**src/rtl/clk_gate_pkg.sv**
```systemverilog
// Shared types and constants for the clock-gating policy controller.
package clk_gate_pkg;

    // Controller states; ACTIVE is the reset state with the clock running.
    typedef enum logic [1:0] {
        CG_ACTIVE = 2'd0,
        CG_GATED  = 2'd1,
        CG_WAKING = 2'd2
    } cg_state_e;

    // Internal counter widths, sized to the largest legal parameter values.
    localparam int IDLE_W = 8;
    localparam int WAKE_W = 4;

    // Legal parameter ranges, enforced at elaboration by the top.
    localparam int IDLE_CYCLES_MIN = 1;
    localparam int IDLE_CYCLES_MAX = 255;
    localparam int WAKE_CYCLES_MIN = 1;
    localparam int WAKE_CYCLES_MAX = 15;

endpackage

```
**src/rtl/clk_gate_ctrl_if.sv**
```systemverilog
// Policy, activity, wake handshake and status signals of the gating controller.
interface clk_gate_ctrl_if #(
    parameter int STAT_W = 16
);
    logic              allow_gate;
    logic              busy_i;
    logic              wake_req;
    logic              wake_ack;
    logic              gate_en;
    logic              gated;
    logic [STAT_W-1:0] gated_cycles;

    // Requester / software side.
    modport master (
        output allow_gate, busy_i, wake_req,
        input  wake_ack, gate_en, gated, gated_cycles
    );

    // Controller side.
    modport slave (
        input  allow_gate, busy_i, wake_req,
        output wake_ack, gate_en, gated, gated_cycles
    );
endinterface

```
**src/rtl/cg_sat_counter.sv**
```systemverilog
// Registered up-counter that sticks at all-ones, with synchronous clear.
module cg_sat_counter #(
    parameter int W = 16
) (
    input  logic         clk,
    input  logic         clr_i,
    input  logic         inc_i,
    output logic [W-1:0] cnt_o
);
    logic [W-1:0] cnt_q;
    logic [W-1:0] cnt_d;

    // Next count: clear wins, otherwise increment unless already saturated.
    always_comb begin
        cnt_d = cnt_q;
        if (clr_i) begin
            cnt_d = '0;
        end else if (inc_i && (cnt_q != '1)) begin
            cnt_d = cnt_q + 1'b1;
        end
    end

    // Count register; clear doubles as the synchronous reset.
    always_ff @(posedge clk) begin
        cnt_q <= cnt_d;
    end

    assign cnt_o = cnt_q;
endmodule

```
**src/rtl/clk_gate_ctrl.sv**
```systemverilog
// Clock-gating policy controller: drops gate_en after a run of idle cycles,
// restores it on wake request or activity, and acknowledges wake requests.
// Runs on the free-running clock; every output is a flop.
module clk_gate_ctrl
    import clk_gate_pkg::*;
#(
    parameter int IDLE_CYCLES = 8,
    parameter int WAKE_CYCLES = 2,
    parameter int STAT_W      = 16
) (
    input  logic                 clk,
    input  logic                 rst,
    clk_gate_ctrl_if.slave       bus
);
    if (IDLE_CYCLES < IDLE_CYCLES_MIN || IDLE_CYCLES > IDLE_CYCLES_MAX) begin : g_bad_idle
        $error("clk_gate_ctrl: IDLE_CYCLES out of range 1..255");
    end
    if (WAKE_CYCLES < WAKE_CYCLES_MIN || WAKE_CYCLES > WAKE_CYCLES_MAX) begin : g_bad_wake
        $error("clk_gate_ctrl: WAKE_CYCLES out of range 1..15");
    end

    localparam logic [IDLE_W-1:0] IDLE_LAST = IDLE_W'(IDLE_CYCLES - 1);
    localparam logic [WAKE_W-1:0] WAKE_LAST = WAKE_W'(WAKE_CYCLES - 1);

    cg_state_e         state_q,    state_d;
    logic [IDLE_W-1:0] idle_cnt_q, idle_cnt_d;
    logic [WAKE_W-1:0] wake_cnt_q, wake_cnt_d;
    logic              gate_en_q,  gate_en_d;
    logic              gated_q,    gated_d;
    logic              wake_ack_q, wake_ack_d;
    logic [STAT_W-1:0] gated_cycles;

    logic idle;
    logic wake_cond;
    logic idle_done;

    assign idle      = bus.allow_gate & ~bus.busy_i & ~bus.wake_req;
    assign wake_cond = bus.wake_req | bus.busy_i | ~bus.allow_gate;
    assign idle_done = idle && (idle_cnt_q == IDLE_LAST);

    // State and registered outputs; reset forces the clock back on.
    always_ff @(posedge clk) begin
        // NOTE: non-blocking assignments so every flop samples pre-edge values.
        if (rst) begin
            state_q    <= CG_ACTIVE;
            idle_cnt_q <= '0;
            wake_cnt_q <= '0;
            gate_en_q  <= 1'b1;
            gated_q    <= 1'b0;
            wake_ack_q <= 1'b0;
        end else begin
            state_q    <= state_d;
            idle_cnt_q <= idle_cnt_d;
            wake_cnt_q <= wake_cnt_d;
            gate_en_q  <= gate_en_d;
            gated_q    <= gated_d;
            wake_ack_q <= wake_ack_d;
        end
    end

    // Next-state decision.
    always_comb begin
        // NOTE: default first so no path leaves state_d unassigned (no latch).
        state_d = state_q;
        unique case (state_q)
            CG_ACTIVE: if (idle_done)                state_d = CG_GATED;
            CG_GATED:  if (wake_cond)                state_d = CG_WAKING;
            CG_WAKING: if (wake_cnt_q == WAKE_LAST)  state_d = CG_ACTIVE;
            default:                                 state_d = CG_ACTIVE;
        endcase
    end

    // Next values of counters and registered outputs.
    always_comb begin
        idle_cnt_d = '0;
        wake_cnt_d = '0;
        gate_en_d  = (state_d != CG_GATED);
        gated_d    = (state_d == CG_GATED);
        // Acknowledge only from ACTIVE; a request seen in WAKING waits here.
        wake_ack_d = (state_q == CG_ACTIVE) && bus.wake_req;
        case (state_q)
            CG_ACTIVE: begin
                if (idle && !idle_done) begin
                    idle_cnt_d = idle_cnt_q + 1'b1;
                end
            end
            CG_WAKING: begin
                if (state_d == CG_WAKING) begin
                    wake_cnt_d = wake_cnt_q + 1'b1;
                end
            end
            default: ;
        endcase
    end

    // Statistics: cycles spent in GATED, cleared by reset only.
    cg_sat_counter #(
        .W (STAT_W)
    ) u_gated_cnt (
        .clk   (clk),
        .clr_i (rst),
        .inc_i (state_q == CG_GATED),
        .cnt_o (gated_cycles)
    );

    assign bus.gate_en      = gate_en_q;
    assign bus.gated        = gated_q;
    assign bus.wake_ack     = wake_ack_q;
    assign bus.gated_cycles = gated_cycles;
endmodule

```
**src/flat_wrapper.sv**
```systemverilog
// flat-port wrapper written by rule: the top's interface ports become plain ports
module clk_gate_ctrl_flat import clk_gate_pkg::*;
#(
    parameter int IDLE_CYCLES = 8,
    parameter int WAKE_CYCLES = 2,
    parameter int STAT_W      = 16
)
  (clk, rst, bus_allow_gate, bus_busy_i, bus_wake_req, bus_wake_ack, bus_gate_en, bus_gated, bus_gated_cycles);
  clk_gate_ctrl_if #(.STAT_W(STAT_W)) bus_i ();
  input  logic clk;
  input  logic rst;
  input wire logic [$bits(bus_i.allow_gate)-1:0] bus_allow_gate;
  input wire logic [$bits(bus_i.busy_i)-1:0] bus_busy_i;
  input wire logic [$bits(bus_i.wake_req)-1:0] bus_wake_req;
  output wire logic [$bits(bus_i.wake_ack)-1:0] bus_wake_ack;
  output wire logic [$bits(bus_i.gate_en)-1:0] bus_gate_en;
  output wire logic [$bits(bus_i.gated)-1:0] bus_gated;
  output wire logic [$bits(bus_i.gated_cycles)-1:0] bus_gated_cycles;
  assign bus_i.allow_gate = bus_allow_gate;
  assign bus_i.busy_i = bus_busy_i;
  assign bus_i.wake_req = bus_wake_req;
  assign bus_wake_ack = bus_i.wake_ack;
  assign bus_gate_en = bus_i.gate_en;
  assign bus_gated = bus_i.gated;
  assign bus_gated_cycles = bus_i.gated_cycles;
  clk_gate_ctrl #(.IDLE_CYCLES(IDLE_CYCLES), .WAKE_CYCLES(WAKE_CYCLES), .STAT_W(STAT_W)) u_core (.clk(clk), .rst(rst), .bus(bus_i));
endmodule
```
**config.mk**
```make
export PLATFORM = sky130hd
export DESIGN_NAME = clk_gate_ctrl_flat
export DESIGN_NICKNAME = d
export VERILOG_FILES = /design/src/rtl/clk_gate_pkg.sv /design/src/rtl/clk_gate_ctrl_if.sv /design/src/rtl/cg_sat_counter.sv /design/src/rtl/clk_gate_ctrl.sv /design/src/flat_wrapper.sv
export SDC_FILE = /design/constraint.sdc
export NUM_CORES = 1
export LEC_CHECK = 0
export CAP_MARGIN = 25
export CELL_PAD_IN_SITES_DETAIL_PLACEMENT = 1
export CELL_PAD_IN_SITES_GLOBAL_PLACEMENT = 2
export CORE_MARGIN = 8
export CORE_UTILIZATION = 28
export CTS_CLUSTER_SIZE = 30
export DETAILED_ROUTE_END_ITERATION = 16
export HOLD_SLACK_MARGIN = 0.08
export MAX_ROUTING_LAYER = met4
export PLACE_DENSITY_LB_ADDON = 0.1
export REMOVE_ABC_BUFFERS = 1
export SLEW_MARGIN = 20
export SYNTH_ARGS = -nofsm -noshare
export SYNTH_HDL_FRONTEND = slang
export SYNTH_SLANG_ARGS = --single-unit
```
**constraint.sdc**
```tcl
create_clock -name clk -period 2 [get_ports clk]
set_clock_uncertainty 0.05 [all_clocks]
set_input_delay 0.6 -clock clk [delete_from_list [all_inputs] [get_ports clk]]
set_output_delay 0.6 -clock clk [all_outputs]
set_load 0.01 [all_outputs]
```
# ---- Yosys cells after proc, flatten, opt, wreduce, memory -nomap -nowiden
# Index checks and enable logic that the tools add are counted.
dict set report classes {
  add_sub_neg 3
  bitwise_logic 11
  eq_ne 8
  n_reduce_logical 8
  n_mux 4
}
# op count
set ops {}
lappend ops {{adder 16 x 1 -> 16 bit, second input constant} 1}
lappend ops {{!= test 16 bit, second input constant} 1}
lappend ops {{adder 8 x 1 -> 8 bit, second input constant} 1}
lappend ops {{== test 8 x 3 -> 1 bit, second input constant} 1}
lappend ops {{inverter 1 bit} 7}
lappend ops {{2-to-1 mux 2 bit} 3}
lappend ops {{one-hot mux 2 bit (3 select lines)} 1}
lappend ops {{OR reduction 3 bit} 2}
lappend ops {{adder 4 x 1 -> 4 bit, second input constant} 1}
lappend ops {{== test 2 x 1 -> 1 bit, second input constant} 2}
lappend ops {{== test 2 bit, second input constant} 2}
lappend ops {{== test 4 x 1 -> 1 bit, second input constant} 1}
lappend ops {{logical AND 1 bit} 4}
lappend ops {{AND 1 bit} 2}
lappend ops {{zero test 2 bit} 1}
lappend ops {{!= test 2 x 1 -> 1 bit, second input constant} 1}
lappend ops {{bitwise OR 1 bit} 2}
lappend ops {{zero test 1 bit} 1}
dict set report word_totals {
  reg_bits 33
  wordCells 41
}

# ---- Longest topological paths before layout
# Gate-level depths: netlist of run 1.
dict set report depth {
  ltp_word 9
  depth_mapped 6
  mapped_depth_nobuf 6
}

# ---- Cells and area by module
# From an unflattened synthesis of run 1, not the netlist that was laid out.
dict set report unflattened {
  cells_unflattened 168
  area_unflattened_um2 1526.5
}
# module area_each_um2 cells_each instances
set modules_own_cells {}
lappend modules_own_cells {cg_sat_counter 848.3 99 1}
lappend modules_own_cells {clk_gate_ctrl 678.2 69 1}

# ---- Least setup slack after synthesis of run 1
# No wires, ideal clock.
dict set report synth_timing {
  path_type {input-to-reg}
  start {input bus_wake_req}
  end {register u_core.idle_cnt_q[2]}
  setup_time_ns 0.064
  arrival_ns 1.891
  required_ns 1.886
  path_stages 5
  setup_slack_ns -0.004
  cell_sequence {or3b_1 or3_4 or3_1 buf_6 nor2_1}
}
dict set report synth_between {
  elab_chain_cells 7
}
# item line
set synth_rtl {}
lappend synth_rtl {{start, declared} flat_wrapper.sv:14} ;# input wire logic [$bits(bus_i.wake_req)-1:0] bus_wake_req;
lappend synth_rtl {{inverter 1 bit (*)} clk_gate_ctrl.sv:37} ;# assign idle = bus.allow_gate & ~bus.busy_i & ~bus.wake_req;
lappend synth_rtl {{AND 1 bit (*)} clk_gate_ctrl.sv:37}
lappend synth_rtl {{logical AND 1 bit} clk_gate_ctrl.sv:39} ;# assign idle_done = idle && (idle_cnt_q == IDLE_LAST);
lappend synth_rtl {{zero test 1 bit} clk_gate_ctrl.sv:83} ;# if (idle && !idle_done) begin
lappend synth_rtl {{logical AND 1 bit (*)} clk_gate_ctrl.sv:83}
lappend synth_rtl {{inverter 1 bit (no line) (*)} n/a}
lappend synth_rtl {{OR reduction 3 bit (no line) (*)} n/a}
lappend synth_rtl {{end signal, assigned} clk_gate_ctrl.sv:53} ;# idle_cnt_q <= idle_cnt_d;
lappend synth_rtl {{end, declared} clk_gate_ctrl.sv:26} ;# logic [IDLE_W-1:0] idle_cnt_q, idle_cnt_d;
# Every way passes the cells marked *; elsewhere a longest branch is shown, timed or not.
# A chain may end at the register's enable or synchronous reset.

# ---- Final worst setup path of run 1
dict set report layout_timing {
  start {input bus_wake_req}
  end {register u_core.idle_cnt_q[6]}
}
# The elaborated chain is that of the path after synthesis.

==> results of run 1 <==
[routing by layer]
| layer | share of wire, % | wire [microns] |
|---|---|---|
| met5 | 0 | 0 |
| met4 | 0.97 | 36 |
| met3 | 5.0 | 185 |
| met2 | 48 | 1790 |
| met1 | 46 | 1720 |
[kinds of logic (layout without fill, tap and decap cells)]
family	after synthesis	after routing	share of synthesized area (%)
AOI/OAI and AO/OA	27	27	13.6
xor gates and xnor gates	9	9	5.42
adders and majority gates	4	4	3.44
buffers and inverters	9	45	2.84
DFF	33	33	45.4
muxes	4	4	2.93
and+or+nand+nor	72	72	26.3
[worst max-delay path: stages]
cell and delay [ns]:
dlygate4sd2_1 0.25, or3b_4 0.38, or3_4 0.38, or3_4 0.42, nor2_1 0.11
[per-stage QoR]
| stage | cell area (sq um) | power, mW | instances | hold WS (ns) | TNS [ns] |
|---|---|---|---|---|---|
| after global placement | 1820 | 0.702 | 257 | 0.372 | -4.10 |
| after detailed placement | 1820 | 0.703 | 257 | 0.389 | -4.93 |
| after floorplan | 1440 | 0.680 | 155 | 0.363 | 0 |
| after CTS | 1910 | 1.21 | 264 | 0.398 | 0 |
| after global routing | 1920 | 1.25 | 264 | 0.408 | -0.00330 |
| final | 1920 | 1.19 | 264 | 0.393 | 0 |
[power by group through the flow]
stage | clock [mW] | sequential (mW) | combinational [mW]
after global placement | 0 | 0.674 | 0.0275
after global routing | 0.558 | 0.659 | 0.0302
after floorplan | 0 | 0.675 | 0.00523
after CTS | 0.522 | 0.659 | 0.0279
after detailed placement | 0 | 0.674 | 0.0283
final | 0.501 | 0.659 | 0.0273
[state kept, by name, summed over array words and instances, names as in the netlist]
name                      cells
u_core.bus.gated              1
u_core.u_gated_cnt.cnt_o     16
u_core.state_q                2
u_core.idle_cnt_q             8
u_core.bus.gate_en            1
u_core.wake_cnt_q             4
u_core.bus.wake_ack           1
[timing repair]
action                     4_1_cts  5_1_grt
setup endpoints to repair        9        8
pin swaps                        7        1
resized for setup                5        6
cloned                           0        0
[synthesized netlist by cell type (3+ instances only)]
cell     number  area, sq um
dfxtp_1      33          661
nor2_1       25         93.8
nand3_1      11         55.1
a21oi_1       9         45.0
or3_1         8         50.1
inv_1         6         22.5
xor2_1        6         52.6
o21ai_0       5         25.0
and3_1        4         25.0
ha_1          4         50.1
nand2_1       4         15.0
nand4_1       4         25.0
o31ai_1       4         30.0
nor2b_1       3         18.8
nor3_1        3         15.0
xnor2_1       3         26.3
[path summary, 6_finish.rpt]
kind	start	end	slack, ns	depth (start not counted)
hold / removal	u_core.idle_cnt_q[0]	u_core.idle_cnt_q[0]	0.39	1
setup reg to reg	u_core.u_gated_cnt.cnt_o[1]	u_core.u_gated_cnt.cnt_o[14]	0.18	5
setup / recovery	bus_wake_req	u_core.idle_cnt_q[6]	0.03	5
hold reg to reg	u_core.idle_cnt_q[0]	u_core.idle_cnt_q[0]	0.39	1
[layout make-up]
cell class,count,area share [%]
clock buffer,7,4.49
inverter,6,1.17
multi-input combinational,116,39.8
sequential,33,34.5
tap,70,4.56
timing repair buffer,32,15.4
==> results.rst, run 1 <==
.. list-table::
   :header-rows: 1

   * - Metric
     - Value
   * - Yosys warning count
     - 0
   * - Maximum number of pins on one net before global-route repair
     - 22
   * - Detailed-route wire length
     - 3730 microns
   * - RSZ-0062 raised after global routing
     - yes
   * - Number of antenna violations at the first check in global routing
     - 0
   * - Count of flip-flops with a built-in enable after synthesis
     - 0
   * - Sequential power share
     - 55.5%
   * - Clock edge transition at the registers on the reported setup and hold paths
     - 0.06 ns
   * - Worst max-slew margin expressed relative to the limit
     - 70.9%
   * - Class of the most critical setup path
     - in2reg
   * - Final Setup Violations
     - 0
   * - Mapped cell area
     - 1450 sq um
   * - Data arrival, critical path
     - 2.13 ns
   * - Number of hold violations in the final report
     - 0
   * - Final estimated routing congestion in global placement
     - 0.753
   * - Shortest clock period the worst path allows after layout
     - 1.97 ns
   * - Result of the run
     - completed
   * - Met1 routing resource usage after global routing
     - 12.4%
   * - Count of maximum capacitance violations
     - 0
   * - Number of post-CTS setup repair buffers
     - 0
   * - Power per standard cell area
     - 618 nW/um^2
   * - Setup crit end kind
     - flop
   * - Clock tree from TritonCTS
     - done
   * - Worst min path class
     - reg2reg
   * - Mean instance size in the synthesized netlist
     - 9.20 sq um
   * - Pre-CTS worst setup slack
     - -0.540 ns
   * - Count of cell types in the netlist
     - 37
   * - Most congested layer reported by global routing
     - met2
   * - Critical Path Source Type
     - input pin
   * - Portion of the clock cycle consumed by the worst path in the final layout
     - 98.5%
   * - FF+latch area
     - 663 sq um
   * - Pleak
     - 0.674 nW
   * - Placeable core region
     - 5070 sq um
   * - 1st-pass router iterations
     - 4
   * - NumNets Final
     - 203
   * - Transition time at the pin with the least slew margin
     - 0.435 ns
   * - Starting Density
     - 28.6%
   * - Final standard cell utilization of the core
     - 37.9%
   * - Part of the power in combinational logic
     - 2.3%
   * - First-pass GRT wire length
     - 6310 microns
   * - Vias in the first global route
     - 1,295
   * - Internal power
     - 0.945 mW
   * - Switching fraction of total power
     - 20.4%
   * - Max Buffers Root-to-Sink
     - 2
   * - Largest fanout of any net on the critical path
     - 8
   * - Wirelength per Cell
     - 14.1 microns
   * - Proportion of synthesized flip-flops having asynchronous set or reset
     - 0%
   * - Clk Tree Root Cell
     - clkbuf_8
   * - Final max-slew violation count
     - 0
   * - Cell count after synthesis
     - 158
   * - # H-tree levels
     - 2
   * - Share of post-route cells with drive strength above 1
     - 13.9%
   * - Port-buffer cells
     - 23
   * - Clock group share of total power
     - 42.2%
   * - Total clock buffers created by CTS
     - 5
   * - Die Span Y
     - 88.1 microns
   * - Reported net switching power
     - 0.243 mW
   * - Most common flop cell mapped by yosys
     - dfxtp_1
   * - Multi-input gate area
     - 766 sq um
   * - CTS sink count
     - 33
   * - Area added between synthesis and finish
     - 32.2%
   * - Most frequent cells in the layout
     - dfxtp_1 (31), nor2_1 (24), clkdlybuf4s50_1 (19)
   * - Count of hold buffers inserted by post-cts repair
     - 0
   * - Total of flip-flops plus latches after synthesis
     - 33
   * - Number of antenna repair diodes
     - 0
   * - Overall overflow remaining after global route
     - 0
   * - First DRT Iteration DRCs
     - 39
   * - Number of remaining DRC errors
     - 0
   * - Met3 global-route usage
     - 3.38%
   * - Routed via count
     - 1,270
   * - Slack of the critical path
     - 0.0293 ns
   * - Count of nets left with antenna violations after detail routing
     - 0
   * - Number of rows in the core area
     - 26
   * - Worst skew pair latency
     - 0.27 ns
   * - Most common library cell in the layout ignoring fill and taps
     - dfxtp_1
   * - Total Die Area
     - 7750 sq um
   * - All-layer global routing usage
     - 10.7%
   * - Fmax
     - 0.507 GHz
   * - Routed via count divided by cell count
     - 4.81
   * - Portion of the post-synthesis area used by sequential elements
     - 45.4%
   * - Global-route track usage on met2
     - 17.0%
   * - HPWL reported at the end of detailed placement
     - 2810 microns
   * - Die X-Extent
     - 88.1 microns
   * - Filler cell count in the final layout
     - 607
   * - Peak supply drop
     - 0.321 mV
   * - Data required time at the worst endpoint
     - 2.16 ns
   * - Boundary pin count
     - 24
(Power assumes the default switching activity.)
==> run 2: changes to the inputs <==
--- a/config.mk
+++ b/config.mk
@@ -9,7 +9,8 @@
 export CELL_PAD_IN_SITES_DETAIL_PLACEMENT = 1
 export CELL_PAD_IN_SITES_GLOBAL_PLACEMENT = 2
 export CORE_MARGIN = 8
-export CORE_UTILIZATION = 28
+export CORE_UTILIZATION = 30
+export CTS_BUF_LIST = sky130_fd_sc_hd__clkbuf_4 sky130_fd_sc_hd__clkbuf_8
 export CTS_CLUSTER_SIZE = 30
 export DETAILED_ROUTE_END_ITERATION = 16
 export HOLD_SLACK_MARGIN = 0.08
==> run 2 against run 1 <==
Effect of this change: clock-buffer cell count unchanged; sequential share of layout area increased by 0.37 points; register-to-register slack got worse by 0.02 ns; worst setup slack improved by 0.017 ns; final area decreased by 1.2%; cell count decreased by 6.1%; non-clock buffer count unchanged; core utilization increased by 2.6 points; global-route usage increased by 0.29 points; combinational power increased by 6%; critical path depth unchanged; largest cell class unchanged; highest routed layer unchanged.
==> results.rst, run 2 (synthesis gave the netlist of run 1 again) <==
.. list-table::
   :header-rows: 1

   * - Metric
     - Value
   * - Max Buffers Root-to-Sink
     - 2 (unchanged)
   * - Detailed-route wire length
     - 3710 microns (-0.48%)
   * - Wirelength per Cell
     - 15.0 microns (+5.9%)
   * - Die Span Y
     - 85.6 microns (-2.8%)
   * - Count of maximum capacitance violations
     - 0 (unchanged)
   * - Most common library cell in the layout ignoring fill and taps
     - dfxtp_1
   * - Worst min path class
     - reg2reg
   * - Boundary pin count
     - 24 (unchanged)
   * - Peak supply drop
     - 0.209 mV (-35%)
   * - Vias in the first global route
     - 1,333 (+2.9%)
   * - Clock edge transition at the registers on the reported setup and hold paths
     - 0.07 ns (about the same)
   * - Setup TNS
     - 0 ns (unchanged)
   * - Transition time at the pin with the least slew margin
     - 0.491 ns (+0.0559 ns)
   * - Flip-flop count of the largest register, all copies and words added
     - 16 (unchanged)
   * - NumNets Final
     - 203 (unchanged)
   * - Fmax
     - 0.512 GHz (+0.89%)
   * - 1st-pass router iterations
     - 4 (unchanged)
   * - Shortest clock period the worst path allows after layout
     - 1.95 ns (-0.0174 ns)
   * - First-pass GRT wire length
     - 6230 microns (-1.3%)
   * - Most frequent cells in the layout
     - dfxtp_1 (32), nor2_1 (25), clkdlybuf4s50_1 (20)
   * - Starting Density
     - 31.0% (+2.3 points)
   * - Portion of the clock cycle consumed by the worst path in the final layout
     - 97.7% (-0.87 points)
   * - CP Launch Point
     - bus_wake_req
   * - Placeable core region
     - 4690 sq um (-7.5%)
   * - Routed via count divided by cell count
     - 5.23 (+8.7%)
   * - Number of antenna repair diodes
     - 0 (unchanged)
   * - Number of antenna violations at the first check in global routing
     - 0 (unchanged)
   * - Routed via count
     - 1,297 (+2.1%)
   * - Capturing point of the worst reg2reg path
     - u_core.u_gated_cnt.cnt_o[9]
   * - Maximum number of pins on one net before global-route repair
     - 22 (unchanged)
   * - Largest fanout of any net on the critical path
     - 8 (unchanged)
   * - Total Die Area
     - 7330 sq um (-5.5%)
   * - Data arrival, critical path
     - 2.13 ns (about the same)
   * - Data required time at the worst endpoint
     - 2.17 ns (about the same)
   * - First DRT Iteration DRCs
     - 40 (+2.6%)
   * - Capture point of the worst path
     - u_core.idle_cnt_q[0]
   * - Critical Path Source Type
     - input pin
   * - Setup crit end kind
     - flop
   * - Count of nets left with antenna violations after detail routing
     - 0 (unchanged)
   * - Pleak
     - 0.657 nW (-2.5%)
   * - Worst reg2reg setup slack
     - 0.16 ns (-0.02 ns)
   * - Port-buffer cells
     - 23 (unchanged)
   * - Number of remaining DRC errors
     - 0 (unchanged)
   * - All-layer global routing usage
     - 11.0% (+0.29 points)
   * - Count of placed standard cells in the final layout, fillers left out
     - 248 (-6.1%)
   * - Worst skew pair latency
     - 0.28 ns (about the same)
   * - Pre-CTS worst setup slack
     - -0.532 ns (+0.00792 ns)
   * - Placed inst area
     - 1800 sq um (-1.1%)
   * - Number of cell instances on the worst register-to-register path
     - 4 (-1)
   * - Number of rows in the core area
     - 25 (-3.8%)
   * - Share of post-route cells with drive strength above 1
     - 13.4% (-0.52 points)
   * - Overall overflow remaining after global route
     - 0 (unchanged)
   * - Number of hold violations in the final report
     - 0 (unchanged)
   * - Result of the run
     - completed
   * - Post-route cell area
     - 1900 sq um (-1.2%)
   * - HPWL reported at the end of detailed placement
     - 2760 microns (-1.6%)
   * - Power per standard cell area
     - 638 nW/um^2 (+3.3%)
   * - Area added between synthesis and finish
     - 30.6%
   * - Worst max-slew margin expressed relative to the limit
     - 66.4% (-4.5 points)
   * - Final estimated routing congestion in global placement
     - 0.783 (+4.0%)
   * - Final Setup Violations
     - 0 (unchanged)
   * - Total clock buffers created by CTS
     - 5 (unchanged)
   * - RSZ-0062 raised after global routing
     - no
   * - Class of the most critical setup path
     - in2reg
   * - Clock tree from TritonCTS
     - done
   * - Final max-slew violation count
     - 0 (unchanged)
   * - Slack of the critical path
     - 0.0467 ns (+0.0174 ns)
   * - CTS sink count
     - 33 (unchanged)
   * - Total placed cells including tap cells
     - 241 (-6.2%)
   * - Final standard cell utilization of the core
     - 40.5% (+2.6 points)
   * - Clk Tree Root Cell
     - clkbuf_8
   * - Number of post-CTS setup repair buffers
     - 0 (unchanged)
   * - # H-tree levels
     - 2 (unchanged)
   * - Worst R2R Start
     - u_core.state_q[0]
   * - Die X-Extent
     - 85.6 microns (-2.8%)
-- run 2: power breakdown --
group / total, mW / internal (mW) / switching, mW / leakage [nW]
Combinational: 0.0289 / 0.0146 / 0.0142 / 0.343
Sequential: 0.659 / 0.659 / 0.000667 / 0.267
Clock: 0.524 / 0.287 / 0.237 / 0.0477
Total: 1.21 / 0.960 / 0.252 / 0.657
-- run 2: cell type report --
class	instances	area, sq um
well taps	54	67.6
multi-input cells	116	762
clock buffers	7	90.1
repair buffers	32	294
inverters	6	22.5
flip-flops and latches	33	662
fillers	546	2790
-- run 2: layer usage --
| metal | wire length [microns] | global-route usage [%] | up-vias |
|---|---|---|---|
| li1 | - | - | 639 |
| met1 | 1620 | 10.9 | 626 |
| met2 | 1800 | 18.6 | 23 |
| met3 | 200 | 4.11 | 9 |
| met4 | 83 | 5.25 | 0 |
| met5 | 0 | - | - |
-- run 2: metrics by stage --
stage	total power [mW]	hold WS, ns
finish	1.21	0.399
global route	1.27	0.427
CTS	1.23	0.394
detailed placement	0.704	0.386
global placement	0.703	0.371
floorplan	0.680	0.363
-- run 2: worst min-delay path by stage --
stage,to,cells past startpoint,from
after global routing,u_core.idle_cnt_q[0],1,u_core.idle_cnt_q[0]
after floorplan,u_core.idle_cnt_q[0],1,u_core.idle_cnt_q[0]
after detailed placement,u_core.idle_cnt_q[0],1,u_core.idle_cnt_q[0]
after CTS,u_core.idle_cnt_q[0],1,u_core.idle_cnt_q[0]
final,u_core.idle_cnt_q[0],1,u_core.idle_cnt_q[0]
after global placement,u_core.idle_cnt_q[0],1,u_core.idle_cnt_q[0]
-- run 2: timing repair --
item | in CTS | in global routing
resized for setup | 5 | 2
hold buffers | 0 | 0
endpoints found under the setup margin | 9 | 3
pin swaps | 9 | 1
-- run 2: worst max-delay path: stages --
cell,delay [ns]
dlygate4sd2_1,0.24
or3b_4,0.37
or3_4,0.38
or3_4,0.43
nor2_1,0.10
